--- config.mk ---
export PLATFORM = sky130hd
export DESIGN_NAME = alu_exec_unit_flat
export DESIGN_NICKNAME = d
export VERILOG_FILES = /design/src/rtl/alu_pkg.sv /design/src/rtl/alu_exec_unit_if.sv /design/src/rtl/alu_iter_shifter.sv /design/src/rtl/alu_exec_unit.sv /design/src/flat_wrapper.sv
export SDC_FILE = /design/constraint.sdc
export NUM_CORES = 1
export LEC_CHECK = 0
export ABC_AREA = 1
export CAP_MARGIN = 30
export CORE_MARGIN = 2
export CORE_UTILIZATION = 60
export CTS_BUF_LIST = sky130_fd_sc_hd__clkbuf_4 sky130_fd_sc_hd__clkbuf_8
export CTS_CLUSTER_SIZE = 20
export DETAILED_ROUTE_END_ITERATION = 7
export PLACE_DENSITY_LB_ADDON = 0.12
export SETUP_SLACK_MARGIN = 0.05
export SYNTH_ARGS = -nofsm -noshare
export SYNTH_HDL_FRONTEND = slang
export SYNTH_SLANG_ARGS = --single-unit
--- constraint.sdc ---
create_clock -name i_clk -period 2.8 [get_ports i_clk]
set_clock_uncertainty 0.1 [all_clocks]
set_input_delay 0.7 -clock i_clk [delete_from_list [all_inputs] [get_ports i_clk]]
set_output_delay 0.7 -clock i_clk [all_outputs]
set_load 0.05 [all_outputs]
--- src/rtl/alu_pkg.sv ---
// alu_pkg: shared types and constants for the ALU execution unit
//   alu_op_e    : 4-bit operation code from the ALU control decoder
//   alu_state_e : issue/iterate/hold states of the execution unit
//   ALU_W       : default operand/result width
package alu_pkg;
    localparam int ALU_W = 32;
    typedef enum logic [3:0] {
        AND = 4'd0, OR = 4'd1, ADD = 4'd2, SLL = 4'd3, SRL = 4'd4, BNE = 4'd5,
        SUB = 4'd6, SLT = 4'd7, LUI = 4'd8, JAL = 4'd9, NOR = 4'd12, XOR = 4'd13,
        JR = 4'd14, INV = 4'd15
    } alu_op_e;
    typedef enum logic [1:0] {IDLE, SHIFT, DONE} alu_state_e;
    // Only non-zero shifts go through the iterative shifter.
    function automatic logic needs_iter(input logic [3:0] op, input logic [4:0] shamt);
        return (op == SLL || op == SRL) && shamt != 5'd0;
    endfunction
endpackage

--- src/rtl/alu_exec_unit_if.sv ---
// alu_exec_unit_if: request/result handshake bundle of the ALU execution unit
//   request : i_con_Valid/o_con_Ready, i_con_AluCtrl, i_con_JumpReg, i_dat_A, i_dat_B, i_dat_Shamt
//   result  : o_con_Valid/i_con_Ready, o_dat_Result, o_con_Zero, o_con_JumpReg, o_con_Illegal
//   slave   : the execution unit; master : the issuing/consuming side
interface alu_exec_unit_if import alu_pkg::*; #(parameter int WIDTH = ALU_W);
    logic             i_con_Valid;
    logic             o_con_Ready;
    logic [3:0]       i_con_AluCtrl;
    logic             i_con_JumpReg;
    logic [WIDTH-1:0] i_dat_A;
    logic [WIDTH-1:0] i_dat_B;
    logic [4:0]       i_dat_Shamt;
    logic             o_con_Valid;
    logic             i_con_Ready;
    logic [WIDTH-1:0] o_dat_Result;
    logic             o_con_Zero;
    logic             o_con_JumpReg;
    logic             o_con_Illegal;
    modport slave (
        input  i_con_Valid, i_con_AluCtrl, i_con_JumpReg, i_dat_A, i_dat_B, i_dat_Shamt, i_con_Ready,
        output o_con_Ready, o_con_Valid, o_dat_Result, o_con_Zero, o_con_JumpReg, o_con_Illegal
    );
    modport master (
        output i_con_Valid, i_con_AluCtrl, i_con_JumpReg, i_dat_A, i_dat_B, i_dat_Shamt, i_con_Ready,
        input  o_con_Ready, o_con_Valid, o_dat_Result, o_con_Zero, o_con_JumpReg, o_con_Illegal
    );
endinterface

--- src/rtl/alu_iter_shifter.sv ---
// alu_iter_shifter: iterative logical shifter, up to SHIFT_STEP positions per cycle
//   i_clk, i_rst : clock, synchronous active-high reset
//   i_start      : load i_value/i_amount/i_dir (i_amount must be non-zero)
//   i_dir        : 0 = left, 1 = right (logical)
//   o_busy       : shift in progress
//   o_done       : the current cycle performs the final step
//   o_value      : value after this cycle's step
module alu_iter_shifter import alu_pkg::*; #(
    parameter int WIDTH      = ALU_W,
    parameter int SHIFT_STEP = 1
) (
    input  logic             i_clk,
    input  logic             i_rst,
    input  logic             i_start,
    input  logic             i_dir,
    input  logic [WIDTH-1:0] i_value,
    input  logic [4:0]       i_amount,
    output logic             o_busy,
    output logic             o_done,
    output logic [WIDTH-1:0] o_value
);
    localparam logic [4:0] STEP = 5'(SHIFT_STEP);
    logic [WIDTH-1:0] r_val;
    logic [4:0]       r_rem;
    logic             r_dir;
    logic [4:0]       w_amt;
    assign w_amt   = r_rem < STEP ? r_rem : STEP;
    // o_value is the post-step value so the owner can capture it on the last step.
    assign o_value = r_dir ? r_val >> w_amt : r_val << w_amt;
    assign o_busy  = r_rem != 5'd0;
    assign o_done  = o_busy && r_rem <= STEP;
    always_ff @(posedge i_clk) begin
        if (i_rst) begin
            r_val <= '0;
            r_rem <= '0;
            r_dir <= 1'b0;
        end else if (i_start) begin
            r_val <= i_value;
            r_rem <= i_amount;
            r_dir <= i_dir;
        end else if (o_busy) begin
            r_val <= o_value;
            r_rem <= r_rem - w_amt;
        end
    end
endmodule

--- src/rtl/alu_exec_unit.sv ---
// alu_exec_unit: executes one ALU control code on two operands with valid/ready on both sides
//   i_clk, i_rst : clock, synchronous active-high reset
//   bus (slave)  : request (valid/ready, code, jump-register flag, A, B, shamt) and
//                  result (valid/ready, result, zero, jump-register copy, illegal)
module alu_exec_unit import alu_pkg::*; #(
    parameter int WIDTH      = ALU_W,
    parameter int SHIFT_STEP = 1
) (
    input  logic          i_clk,
    input  logic          i_rst,
    alu_exec_unit_if.slave bus
);
    alu_state_e       r_state, w_state_n;
    logic [WIDTH-1:0] r_result;
    logic             r_zero, r_jr, r_illegal;
    logic [WIDTH-1:0] w_calc, w_shift_val;
    logic             w_illegal, w_accept, w_iter, w_busy, w_done, w_shift_end;
    assign bus.o_con_Ready   = r_state == IDLE || (r_state == DONE && bus.i_con_Ready);
    assign bus.o_con_Valid   = r_state == DONE;
    assign bus.o_dat_Result  = r_result;
    assign bus.o_con_Zero    = r_zero;
    assign bus.o_con_JumpReg = r_jr;
    assign bus.o_con_Illegal = r_illegal;
    assign w_accept    = bus.i_con_Valid && bus.o_con_Ready;
    assign w_iter      = needs_iter(bus.i_con_AluCtrl, bus.i_dat_Shamt);
    assign w_shift_end = r_state == SHIFT && (w_done || !w_busy);
    always_comb begin
        w_calc    = '0;
        w_illegal = 1'b0;
        case (alu_op_e'(bus.i_con_AluCtrl))
            AND:      w_calc = bus.i_dat_A & bus.i_dat_B;
            OR:       w_calc = bus.i_dat_A | bus.i_dat_B;
            ADD:      w_calc = bus.i_dat_A + bus.i_dat_B;
            SLL, SRL: w_calc = bus.i_dat_B;
            BNE, SUB: w_calc = bus.i_dat_A - bus.i_dat_B;
            SLT:      w_calc = {{(WIDTH-1){1'b0}}, $signed(bus.i_dat_A) < $signed(bus.i_dat_B)};
            LUI:      w_calc = bus.i_dat_B << 16;
            JAL, JR:  w_calc = bus.i_dat_A;
            NOR:      w_calc = ~(bus.i_dat_A | bus.i_dat_B);
            XOR:      w_calc = bus.i_dat_A ^ bus.i_dat_B;
            default:  w_illegal = 1'b1;
        endcase
    end
    always_comb begin
        w_state_n = r_state;
        case (r_state)
            SHIFT:   w_state_n = w_shift_end ? DONE : SHIFT;
            DONE:    w_state_n = w_accept ? (w_iter ? SHIFT : DONE) : (bus.i_con_Ready ? IDLE : DONE);
            default: w_state_n = w_accept ? (w_iter ? SHIFT : DONE) : IDLE;
        endcase
    end
    always_ff @(posedge i_clk) begin
        if (i_rst) r_state <= IDLE;
        else       r_state <= w_state_n;
    end
    always_ff @(posedge i_clk) begin
        if (i_rst) begin
            r_result  <= '0;
            r_zero    <= 1'b0;
            r_jr      <= 1'b0;
            r_illegal <= 1'b0;
        end else if (w_accept) begin
            r_jr      <= bus.i_con_JumpReg;
            r_illegal <= w_illegal;
            if (!w_iter) begin
                r_result <= w_calc;
                r_zero   <= w_calc == '0;
            end
        end else if (w_shift_end) begin
            r_result <= w_shift_val;
            r_zero   <= w_shift_val == '0;
        end
    end
    alu_iter_shifter #(.WIDTH(WIDTH), .SHIFT_STEP(SHIFT_STEP)) u_shift (
        .i_clk   (i_clk),
        .i_rst   (i_rst),
        .i_start (w_accept && w_iter),
        .i_dir   (bus.i_con_AluCtrl == SRL),
        .i_value (bus.i_dat_B),
        .i_amount(bus.i_dat_Shamt),
        .o_busy  (w_busy),
        .o_done  (w_done),
        .o_value (w_shift_val)
    );
endmodule

--- src/flat_wrapper.sv ---
// flat-port wrapper written by rule: the top's interface ports become plain ports
module alu_exec_unit_flat import alu_pkg::*;
#(
    parameter int WIDTH      = ALU_W,
    parameter int SHIFT_STEP = 1
)
  (i_clk, i_rst, bus_i_con_Valid, bus_i_con_AluCtrl, bus_i_con_JumpReg, bus_i_dat_A, bus_i_dat_B, bus_i_dat_Shamt, bus_i_con_Ready, bus_o_con_Ready, bus_o_con_Valid, bus_o_dat_Result, bus_o_con_Zero, bus_o_con_JumpReg, bus_o_con_Illegal);
  alu_exec_unit_if #(.WIDTH(WIDTH)) bus_i ();
  input  logic i_clk;
  input  logic i_rst;
  input wire logic [$bits(bus_i.i_con_Valid)-1:0] bus_i_con_Valid;
  input wire logic [$bits(bus_i.i_con_AluCtrl)-1:0] bus_i_con_AluCtrl;
  input wire logic [$bits(bus_i.i_con_JumpReg)-1:0] bus_i_con_JumpReg;
  input wire logic [$bits(bus_i.i_dat_A)-1:0] bus_i_dat_A;
  input wire logic [$bits(bus_i.i_dat_B)-1:0] bus_i_dat_B;
  input wire logic [$bits(bus_i.i_dat_Shamt)-1:0] bus_i_dat_Shamt;
  input wire logic [$bits(bus_i.i_con_Ready)-1:0] bus_i_con_Ready;
  output wire logic [$bits(bus_i.o_con_Ready)-1:0] bus_o_con_Ready;
  output wire logic [$bits(bus_i.o_con_Valid)-1:0] bus_o_con_Valid;
  output wire logic [$bits(bus_i.o_dat_Result)-1:0] bus_o_dat_Result;
  output wire logic [$bits(bus_i.o_con_Zero)-1:0] bus_o_con_Zero;
  output wire logic [$bits(bus_i.o_con_JumpReg)-1:0] bus_o_con_JumpReg;
  output wire logic [$bits(bus_i.o_con_Illegal)-1:0] bus_o_con_Illegal;
  assign bus_i.i_con_Valid = bus_i_con_Valid;
  assign bus_i.i_con_AluCtrl = bus_i_con_AluCtrl;
  assign bus_i.i_con_JumpReg = bus_i_con_JumpReg;
  assign bus_i.i_dat_A = bus_i_dat_A;
  assign bus_i.i_dat_B = bus_i_dat_B;
  assign bus_i.i_dat_Shamt = bus_i_dat_Shamt;
  assign bus_i.i_con_Ready = bus_i_con_Ready;
  assign bus_o_con_Ready = bus_i.o_con_Ready;
  assign bus_o_con_Valid = bus_i.o_con_Valid;
  assign bus_o_dat_Result = bus_i.o_dat_Result;
  assign bus_o_con_Zero = bus_i.o_con_Zero;
  assign bus_o_con_JumpReg = bus_i.o_con_JumpReg;
  assign bus_o_con_Illegal = bus_i.o_con_Illegal;
  alu_exec_unit #(.WIDTH(WIDTH), .SHIFT_STEP(SHIFT_STEP)) u_core (.i_clk(i_clk), .i_rst(i_rst), .bus(bus_i));
endmodule
==> results of run 1 <==
-- repair_timing --
action	in CTS
gates resized for setup	463
buffers inserted	25
pin swaps	112
endpoints found under the setup margin	32
-- Yosys cell counts, drive strengths merged --
cell type  instances
and3               1
o21ai            120
o41ai              1
o2111ai            1
o21bai            10
and2               5
nor3b              1
xor2               2
a2111oi            1
o21a               1
nor2             253
or3                1
o31ai             21
ha               103
a211oi             4
or2                1
nand3b             3
xnor2              1
clkbuf            30
a21oi            143
nand2            621
o211ai            19
mux2i              1
o221ai             8
nor4              15
inv              334
o22ai             28
nor3              22
fa                 2
a31oi              4
nand3            165
buf               56
nand4             14
dfxtp             75
-- metrics by stage --
stage          instance area [sq um]  std cells  utilization (%)  setup WS [ns]  TNS, ns
4_1_cts                        16640       2727            92.34        0.04992        0
3_3_place_gp                   14980       2686            83.10        -0.9914   -23.55
2_1_floorplan                  11080       2067                -         0.1501        0
3_5_place_dp                   14980       2686            83.10         -1.030   -27.18
-- per-layer routing --
| metal | GRT overflow | global-route usage (%) |
|---|---|---|
| met2 | 168 | 99.61 |
| met4 | 110 | 86.42 |
| met1 | 2 | 79.47 |
| met3 | 4 | 68.65 |
| met5 | 0 | 31.58 |
-- cell families after synthesis --
logic type / Yosys count / share of synthesized area [%]
buf+inv: 420 / 15.13
xor+xnor: 3 / 0.2372
simple gates: 1102 / 40.64
mux: 1 / 0.09035
fa+ha+maj: 105 / 11.99
flops: 75 / 13.55
compound gates: 361 / 18.35
==> flow_summary.yaml, run 1 <==
placement:
  dp_hpwl_microns: 40740
  portBuffers: 114
  place_congestion: 1.220
yosys:
  synth_top_area_share_pct: 20.97
  synth-seq-cells: 75
  yosysTopAreaCell: "nand2_1"
  yosysSeqAreaShare_pct: 13.55
  synth_cell_type_count: 45
  synth.area.top_cells: "nand2_1 21%, dfxtp_1 14%, ha_1 12%"
  synth_area_sq_um: 11080
  synthCells: 2067
  yosys_warnings: 0
  syn_nets: 2250
  synth_area_per_cell_sq_um: 5.360
run_status:
  status: "aborted with a tool error"
  error_line: "[ERROR GRT-0116] Global routing finished with congestion. Check the congestion regions in the DRC Viewer."
  stop_stage: "global routing (5_1_grt)"
floorplanning:
  io_pins: 115
  die_h_microns: 139.9
  die_x_microns: 139.9
  rows: 49
  start_util_pct: 61.47
clocking:
  cts-root-buf: "clkbuf_8"
  holdBufCountCts: 0
  cts.sinks: 75
  h-tree-depth: 3
  clk_path_buf_depth: 2
  cts_made_buffers: 9
grt:
  grt_overflow: 284
  track_usage_pct: 82.42
  grt_pass1_wl_microns: 127700
  grt_max_degree: 45
  grt_pass1_vias: 21650
==> run 2, diff against run 1 <==
Settings changed: CORE_UTILIZATION 60 to 40, CTS_BUF_LIST sky130_fd_sc_hd__clkbuf_4 sky130_fd_sc_hd__clkbuf_8 to not set, CTS_CLUSTER_SIZE 20 to not set, PLACE_DENSITY_LB_ADDON 0.12 to 0.15, SETUP_SLACK_MARGIN 0.05 to not set.
==> run 2 against run 1 <==
The flow now finishes without violations. Area after synthesis stayed put. Synthesized cell count stayed put.
==> flow_summary.yaml, run 2 <==
run_status:
  status: "finished clean"
power_and_ir_drop:
  ir_drop_uv: 389.8
  finalPower_mw: 7.901
  p_leak_nw: 9.627
  p_per_area_nw_per_um2: 401.6
critical_path:
  start_kind: "input pin"
  reg2reg_from: "u_core.u_shift.r_rem[1]"
  reg2reg_slack_ns: 0.28
  worst_r2r_endpoint: "u_core.bus.o_con_Zero"
  slowest_delay_ns: 0.37
  rr_worst_depth: 13
  crit_path_end_kind: "register"
  path_cells: "buf_8, buf_6, ha_4, fa_2, buf_4, xnor2_1, nor2_1, nor2_1, nand3b_1, nor2_2, nand3_2, nor2_4, nand3_2, nor2_4, nand3_2, a21oi_2"
  path_max_fanout: 3
  arrival_ns: 2.96
  crit_top_cell: "nand3_2"
  cp_slowest_cell: "fa_2"
  worstSetupPathType: "input pin to register"
  crit_required_ns: 2.97
grt:
  grt_max_degree: 45
  antenna_found_initial: 2
  track_usage_pct: 39.66
  grt_pass1_wl_microns: 87040
  grt_overflow: 0
  grt_pass1_vias: 15460
floorplanning:
  start_util_pct: 40.88
  core_sq_um: 27100
  rows: 60
  die_h_microns: 170.4
  io_pins: 115
  dieArea_sq_um: 29050
  die_x_microns: 170.4
layout:
  fillCellCount: 2360
  final_util_pct: 72.60
  nNetsFinal: 2840
  multiInputGateArea_sq_um: 10680
  syn2layout_area_growth_pct: 77.59
  final_cell_mix: "489 x buf_4, 443 x nand2_1, 215 x inv_1, 140 x nor2_1, 131 x nand2_2"
  ff_latch_area_sq_um: 1501
  layout.cells.most_common: "buf_4"
  drive_gt1_share_pct: 46.73
  final_cell_area_sq_um: 19680
yosys:
  synth.most_common_cell: "nand2_1"
  synth_area_per_cell_sq_um: 5.360
  synth_top_area_share_pct: 20.97
  synth.area.top_cells: "nand2_1 21%, dfxtp_1 14%, ha_1 12%"
  synth_edf_count: 0
  async_flop_share_pct: 0
  yosysTopAreaCell: "nand2_1"
  synthCells: 2067
  synth_cell_type_count: 45
  synth_common_cells: "619 x nand2_1, 323 x inv_1, 249 x nor2_1"
  syn_nets: 2250
  yosys_warnings: 0
  yosysSeqAreaShare_pct: 13.55
  synth_area_sq_um: 11080
  synth-seq-cells: 75
  synth_flop_cell: "dfxtp_1"
routing:
  viasPerCell: 5.420
  drc: 0
  drt_pass1_iterations: 8
  routed_wl_microns: 59950
  vias: 16440
  antenna_left: 0
  wl_per_cell_microns: 19.77
  first_iter_violations: 1606
sta:
  fin_ws_ns: 0.01648
  period_share_pct: 99.41
  finalCriticalPeriod_ns: 2.784
  finalHoldViolations: 0
  rsz0062_at_grt: "true"
  maxSlewViolCount: 0
  timing.slew.headroom_pct: 44.22
  maxClockFrequency_ghz: 0.3593
  tightest_slew_ns: 0.8357
  setup_viol: 0
placement:
  place_congestion: 1.087
  portBuffers: 114
  place_ws_ns: -1.338
  dp_hpwl_microns: 47350
  placed_cell_area_sq_um: 15870
min_path:
  min_path_type: "register to register"
  min_from: "u_core.bus.o_dat_Result[14]"
  min_path_cells: 2
  holdPathEnd: "u_core.bus.o_dat_Result[14]"
clocking:
  cts.sinks: 75
  clkLatencyLatePin_ns: 0.34
  holdBufCountCts: 0
  h-tree-depth: 3
  cts.clk_slew.worst_paths_ns: 0.06
  clk_path_buf_depth: 2
  cts-root-buf: "clkbuf_16"
  cts_made_buffers: 9
  cts_tree: "yes"
flow_run:
  maxCapViolations: 0
run 2: how the worst max path moves through the flow:
stage                            from                           to  slack (ns)  cells after the start
floorplan           u_core.r_state[0]  u_core.bus.o_dat_Result[14]        0.04                     11
global placement       bus_i_dat_B[3]        u_core.bus.o_con_Zero       -1.29                     20
detailed placement     bus_i_dat_B[3]        u_core.bus.o_con_Zero       -1.34                     20
CTS                    bus_i_dat_A[6]        u_core.bus.o_con_Zero      0.0003                     21
global route           bus_i_dat_B[5]        u_core.bus.o_con_Zero       -0.08                     22
finish                 bus_i_dat_B[0]        u_core.bus.o_con_Zero        0.02                     16
run 2: worst max-delay path: cells and delay by family:
kind,cells,cell delay (ns)
AO/OA/AOI/OAI,1,0.11
XOR/XNOR,1,0.15
adder cells (fa/ha/maj),2,0.53
buffers and inverters,3,0.37
AND/OR/NAND/NOR,9,1.08
run 2: cell type report:
| class | count | share of cell area [%] |
|---|---|---|
| Clock inverter | 3 | 0.2035 |
| Timing Repair Buffer | 665 | 27.82 |
| Multi-Input combinational cell | 1572 | 54.30 |
| Inverter | 334 | 6.435 |
| Sequential cell | 75 | 7.631 |
| Clock buffer | 11 | 1.234 |
| Tap cell | 372 | 2.366 |
| Antenna cell | 1 | 0.01272 |
run 2: cells by family (layout without fill, tap and decap cells):
family / count (synthesis) / in the layout / share of synthesized area, %
AO/OA/AOI/OAI: 361 / 361 / 18.35
XOR/XNOR: 3 / 3 / 0.2372
adder cells (fa/ha/maj): 105 / 105 / 11.99
buffers and inverters: 420 / 1013 / 15.13
flip-flops: 75 / 75 / 13.55
multiplexers: 1 / 1 / 0.09035
other: 0 / 1 / 0
AND/OR/NAND/NOR: 1102 / 1102 / 40.64
run 2: repair_timing:
action,4_1_cts,5_1_grt
pin swaps,154,213
setup endpoints to repair,31,25
setup buffers,59,41
resized for setup,645,399
run 2: per-stage QoR:
step | TNS [ns] | instances | hold slack (ns)
6_report | 0 | 3033 | 0.3600
5_1_grt | -0.2181 | 3032 | 0.3767
4_1_cts | 0 | 2993 | 0.3644
3_5_place_dp | -34.37 | 2920 | 0.3560
3_3_place_gp | -32.51 | 2920 | 0.3513
2_1_floorplan | 0 | 2067 | 0.3879
run 2: where the power goes:
| part | internal (mW) | switching (mW) |
|---|---|---|
| clock network | 0.701 | 0.430 |
| registers | 1.26 | 0.131 |
| logic | 2.14 | 3.23 |
| total | 4.11 | 3.79 |
run 2: metal layers:
| layer | track usage (%) | routed length (microns) | up-vias |
|---|---|---|---|
| met2 | 65.24 | 27150 | 769 |
| met1 | 50.52 | 24470 | 7706 |
| met5 | 0 | 11 | - |
| met3 | 4.977 | 4516 | 181 |
| met4 | 21.22 | 3804 | 2 |
| li1 | - | - | 7780 |
No activity file was read; power rests on OpenSTA's default activity.
==> run 3, diff against run 2 <==
Settings changed: CORE_MARGIN 2 to not set, GPL_ROUTABILITY_DRIVEN set to 0.
==> run 3 against run 2 <==
Combinational power down 8.0%. Register-to-register slack better by 0.13 ns. Critical path depth up 1. Highest routed layer is now met4. Power down 5.8%. Final cell count down 3.7%. Global-route usage down 3.4 points. Largest cell class unchanged. Maximum frequency down 1.7%. The run now ends with setup timing left.
==> flow_summary.yaml, run 3 (synthesized netlist as in run 2, its figures left out) <==
run_status:
  status: "finished, violations left"
  violations: "setup timing"
power_and_ir_drop:
  seq_power_share_pct: 18.7
  switching_share_pct: 48.82
  p_sw_mw: 3.633
  p_clk_share_pct: 15.0
  p_int_mw: 3.810
  p_comb_share_pct: 66.4
  p_per_area_nw_per_um2: 412.4
  p_leak_nw: 8.971
  ir_drop_uv: 629.9
placement:
  portBuffers: 114
  dp_cells: 2854
  dp_hpwl_microns: 41980
floorplanning:
  die_h_microns: 168.4
  start_util_pct: 41.00
  core_sq_um: 27030
  dieArea_sq_um: 28370
  io_pins: 115
  rows: 60
  die_x_microns: 168.4
clocking:
  clk_path_buf_depth: 2
  cts-root-buf: "clkbuf_16"
  clkLatencyLatePin_ns: 0.34
  h-tree-depth: 3
  cts.sinks: 75
  cts_tree: "yes"
  cts.clk_slew.worst_paths_ns: 0.07
  cts_made_buffers: 9
sta:
  maxSlewViolCount: 0
  rsz0062_at_grt: "true"
  setup_viol: 2
  period_share_pct: 101.1
  finalCriticalPeriod_ns: 2.830
  tns_ns: -0.03541
  finalHoldViolations: 0
  fin_ws_ns: -0.03027
  maxClockFrequency_ghz: 0.3533
  tightest_slew_ns: 0.8297
  timing.slew.headroom_pct: 44.48
critical_path:
  startpoint: "bus_i_dat_A[16]"
  worstSetupPathType: "input pin to register"
  path_max_fanout: 6
  crit_path_end_kind: "register"
  reg2reg_slack_ns: 0.41
  worst_r2r_endpoint: "u_core.bus.o_con_Zero"
  crit_required_ns: 2.91
  start_kind: "input pin"
  reg2reg_from: "u_core.u_shift.r_rem[1]"
  arrival_ns: 2.94
  crit_end: "u_core.bus.o_dat_Result[30]"
  rr_worst_depth: 12
grt:
  grt_most_used_layer: "met2"
  grt_overflow: 0
  grt_pass1_wl_microns: 80100
  grt_pass1_vias: 15100
  grt_max_degree: 46
  grtUsageMet3_pct: 5.242
  track_usage_pct: 36.31
  antenna_found_initial: 0
  met1_usage_pct: 44.94
  grtUsageMet2_pct: 59.62
layout:
  drive_gt1_share_pct: 38.63
  syn2layout_area_growth_pct: 62.91
  layout.cells.most_common: "nand2_1"
  final_cell_mix: "507 x nand2_1, 432 x buf_4, 238 x inv_1, 169 x nor2_1, 118 x nand3_1"
  stdcell_count: 2922
  diodes: 0
  nNetsFinal: 2759
routing:
  drc: 0
  vias: 16160
  drt_pass1_iterations: 8
  routed_wl_microns: 53450
  first_iter_violations: 1782
  viasPerCell: 5.530
  antenna_left: 0
  wl_per_cell_microns: 18.29
min_path:
  min_path_type: "register to register"
flow_run:
  maxCapViolations: 0
## run 3: changes by cell type in the layout (fill, tap and decap cells not counted), sizes merged
cell / change
bufinv: -1
clkbuf: +6
clkdlybuf4s50: +1
dlygate4sd2: +2
buf: -91
clkinvlp: +4
inv: +2
clkdlybuf4s15: -1
clkinv: -1
diode: -1
## run 3: area by class of cell
class / count / area, sq um
well taps: 341 / 426.7
flip-flops and latches: 75 / 1501
multi-input cells: 1572 / 9827
fillers: 2386 / 8976
repair buffers: 584 / 4752
clock inverters: 7 / 57.56
clock buffers: 9 / 225.2
inverters: 334 / 1260
## run 3: how the worst min path moves through the flow
stage | start | end | slack, ns | cells after the start
final | u_core.bus.o_dat_Result[14] | u_core.bus.o_dat_Result[14] | 0.36 | 2
after global placement | u_core.bus.o_dat_Result[14] | u_core.bus.o_dat_Result[14] | 0.35 | 2
after detailed placement | u_core.bus.o_dat_Result[14] | u_core.bus.o_dat_Result[14] | 0.35 | 2
after CTS | u_core.bus.o_dat_Result[14] | u_core.bus.o_dat_Result[14] | 0.36 | 2
after global routing | u_core.bus.o_dat_Result[15] | u_core.bus.o_dat_Result[15] | 0.39 | 2
after floorplan | u_core.u_shift.r_rem[3] | u_core.u_shift.r_rem[3] | 0.39 | 2
## run 3: power by group through the flow
stage	Sequential (mW)	Clock [mW]	Combinational [mW]
floorplan	1.63	0	2.23
global placement	1.41	0	4.13
detailed placement	1.41	0	4.18
CTS	1.39	1.12	4.57
global route	1.41	1.18	5.29
finish	1.39	1.11	4.94
## run 3: layer usage
layer	routed length (microns)	share of wire (%)	vias up
li1	-	-	7612
met4	3589	6.7	0
met5	0	0	-
met3	5135	9.6	247
met1	20800	39	7401
met2	23930	45	900
## run 3: repair_timing
action,4_1_cts,5_1_grt
setup endpoints to repair,32,25
buffers inserted,38,14
hold buffers,0,0
hold endpoints to repair,0,0
resized for setup,450,307
pin swaps,101,130
## run 3: critical path, cell delays in order
cell and delay [ns]:
clkbuf_2 0.14, inv_1 0.09, ha_4 0.31, buf_4 0.17
nand2_4 0.13, inv_1 0.07, a21oi_2 0.20, o21bai_2 0.12
a21oi_2 0.16, nand3_1 0.12, nand3_1 0.12, nand2_1 0.09
nor2_4 0.16, buf_4 0.14, nand2_1 0.04, o211ai_1 0.08
a21oi_1 0.08
## run 3: per-stage QoR
| step | setup WS [ns] | total power, mW | area, sq um | utilization (%) | hold WS, ns |
|---|---|---|---|---|---|
| finish | -0.03027 | 7.443 | 18050 | 66.79 | 0.3630 |
| global route | -0.1077 | 7.880 | 18050 | 66.79 | 0.3851 |
| CTS | -0.04131 | 7.080 | 17360 | 64.22 | 0.3636 |
| detailed placement | -1.142 | 5.590 | 15580 | 57.63 | 0.3545 |
| global placement | -1.180 | 5.532 | 15580 | 57.63 | 0.3524 |
| floorplan | 0.03957 | 3.867 | 11080 | - | 0.3879 |
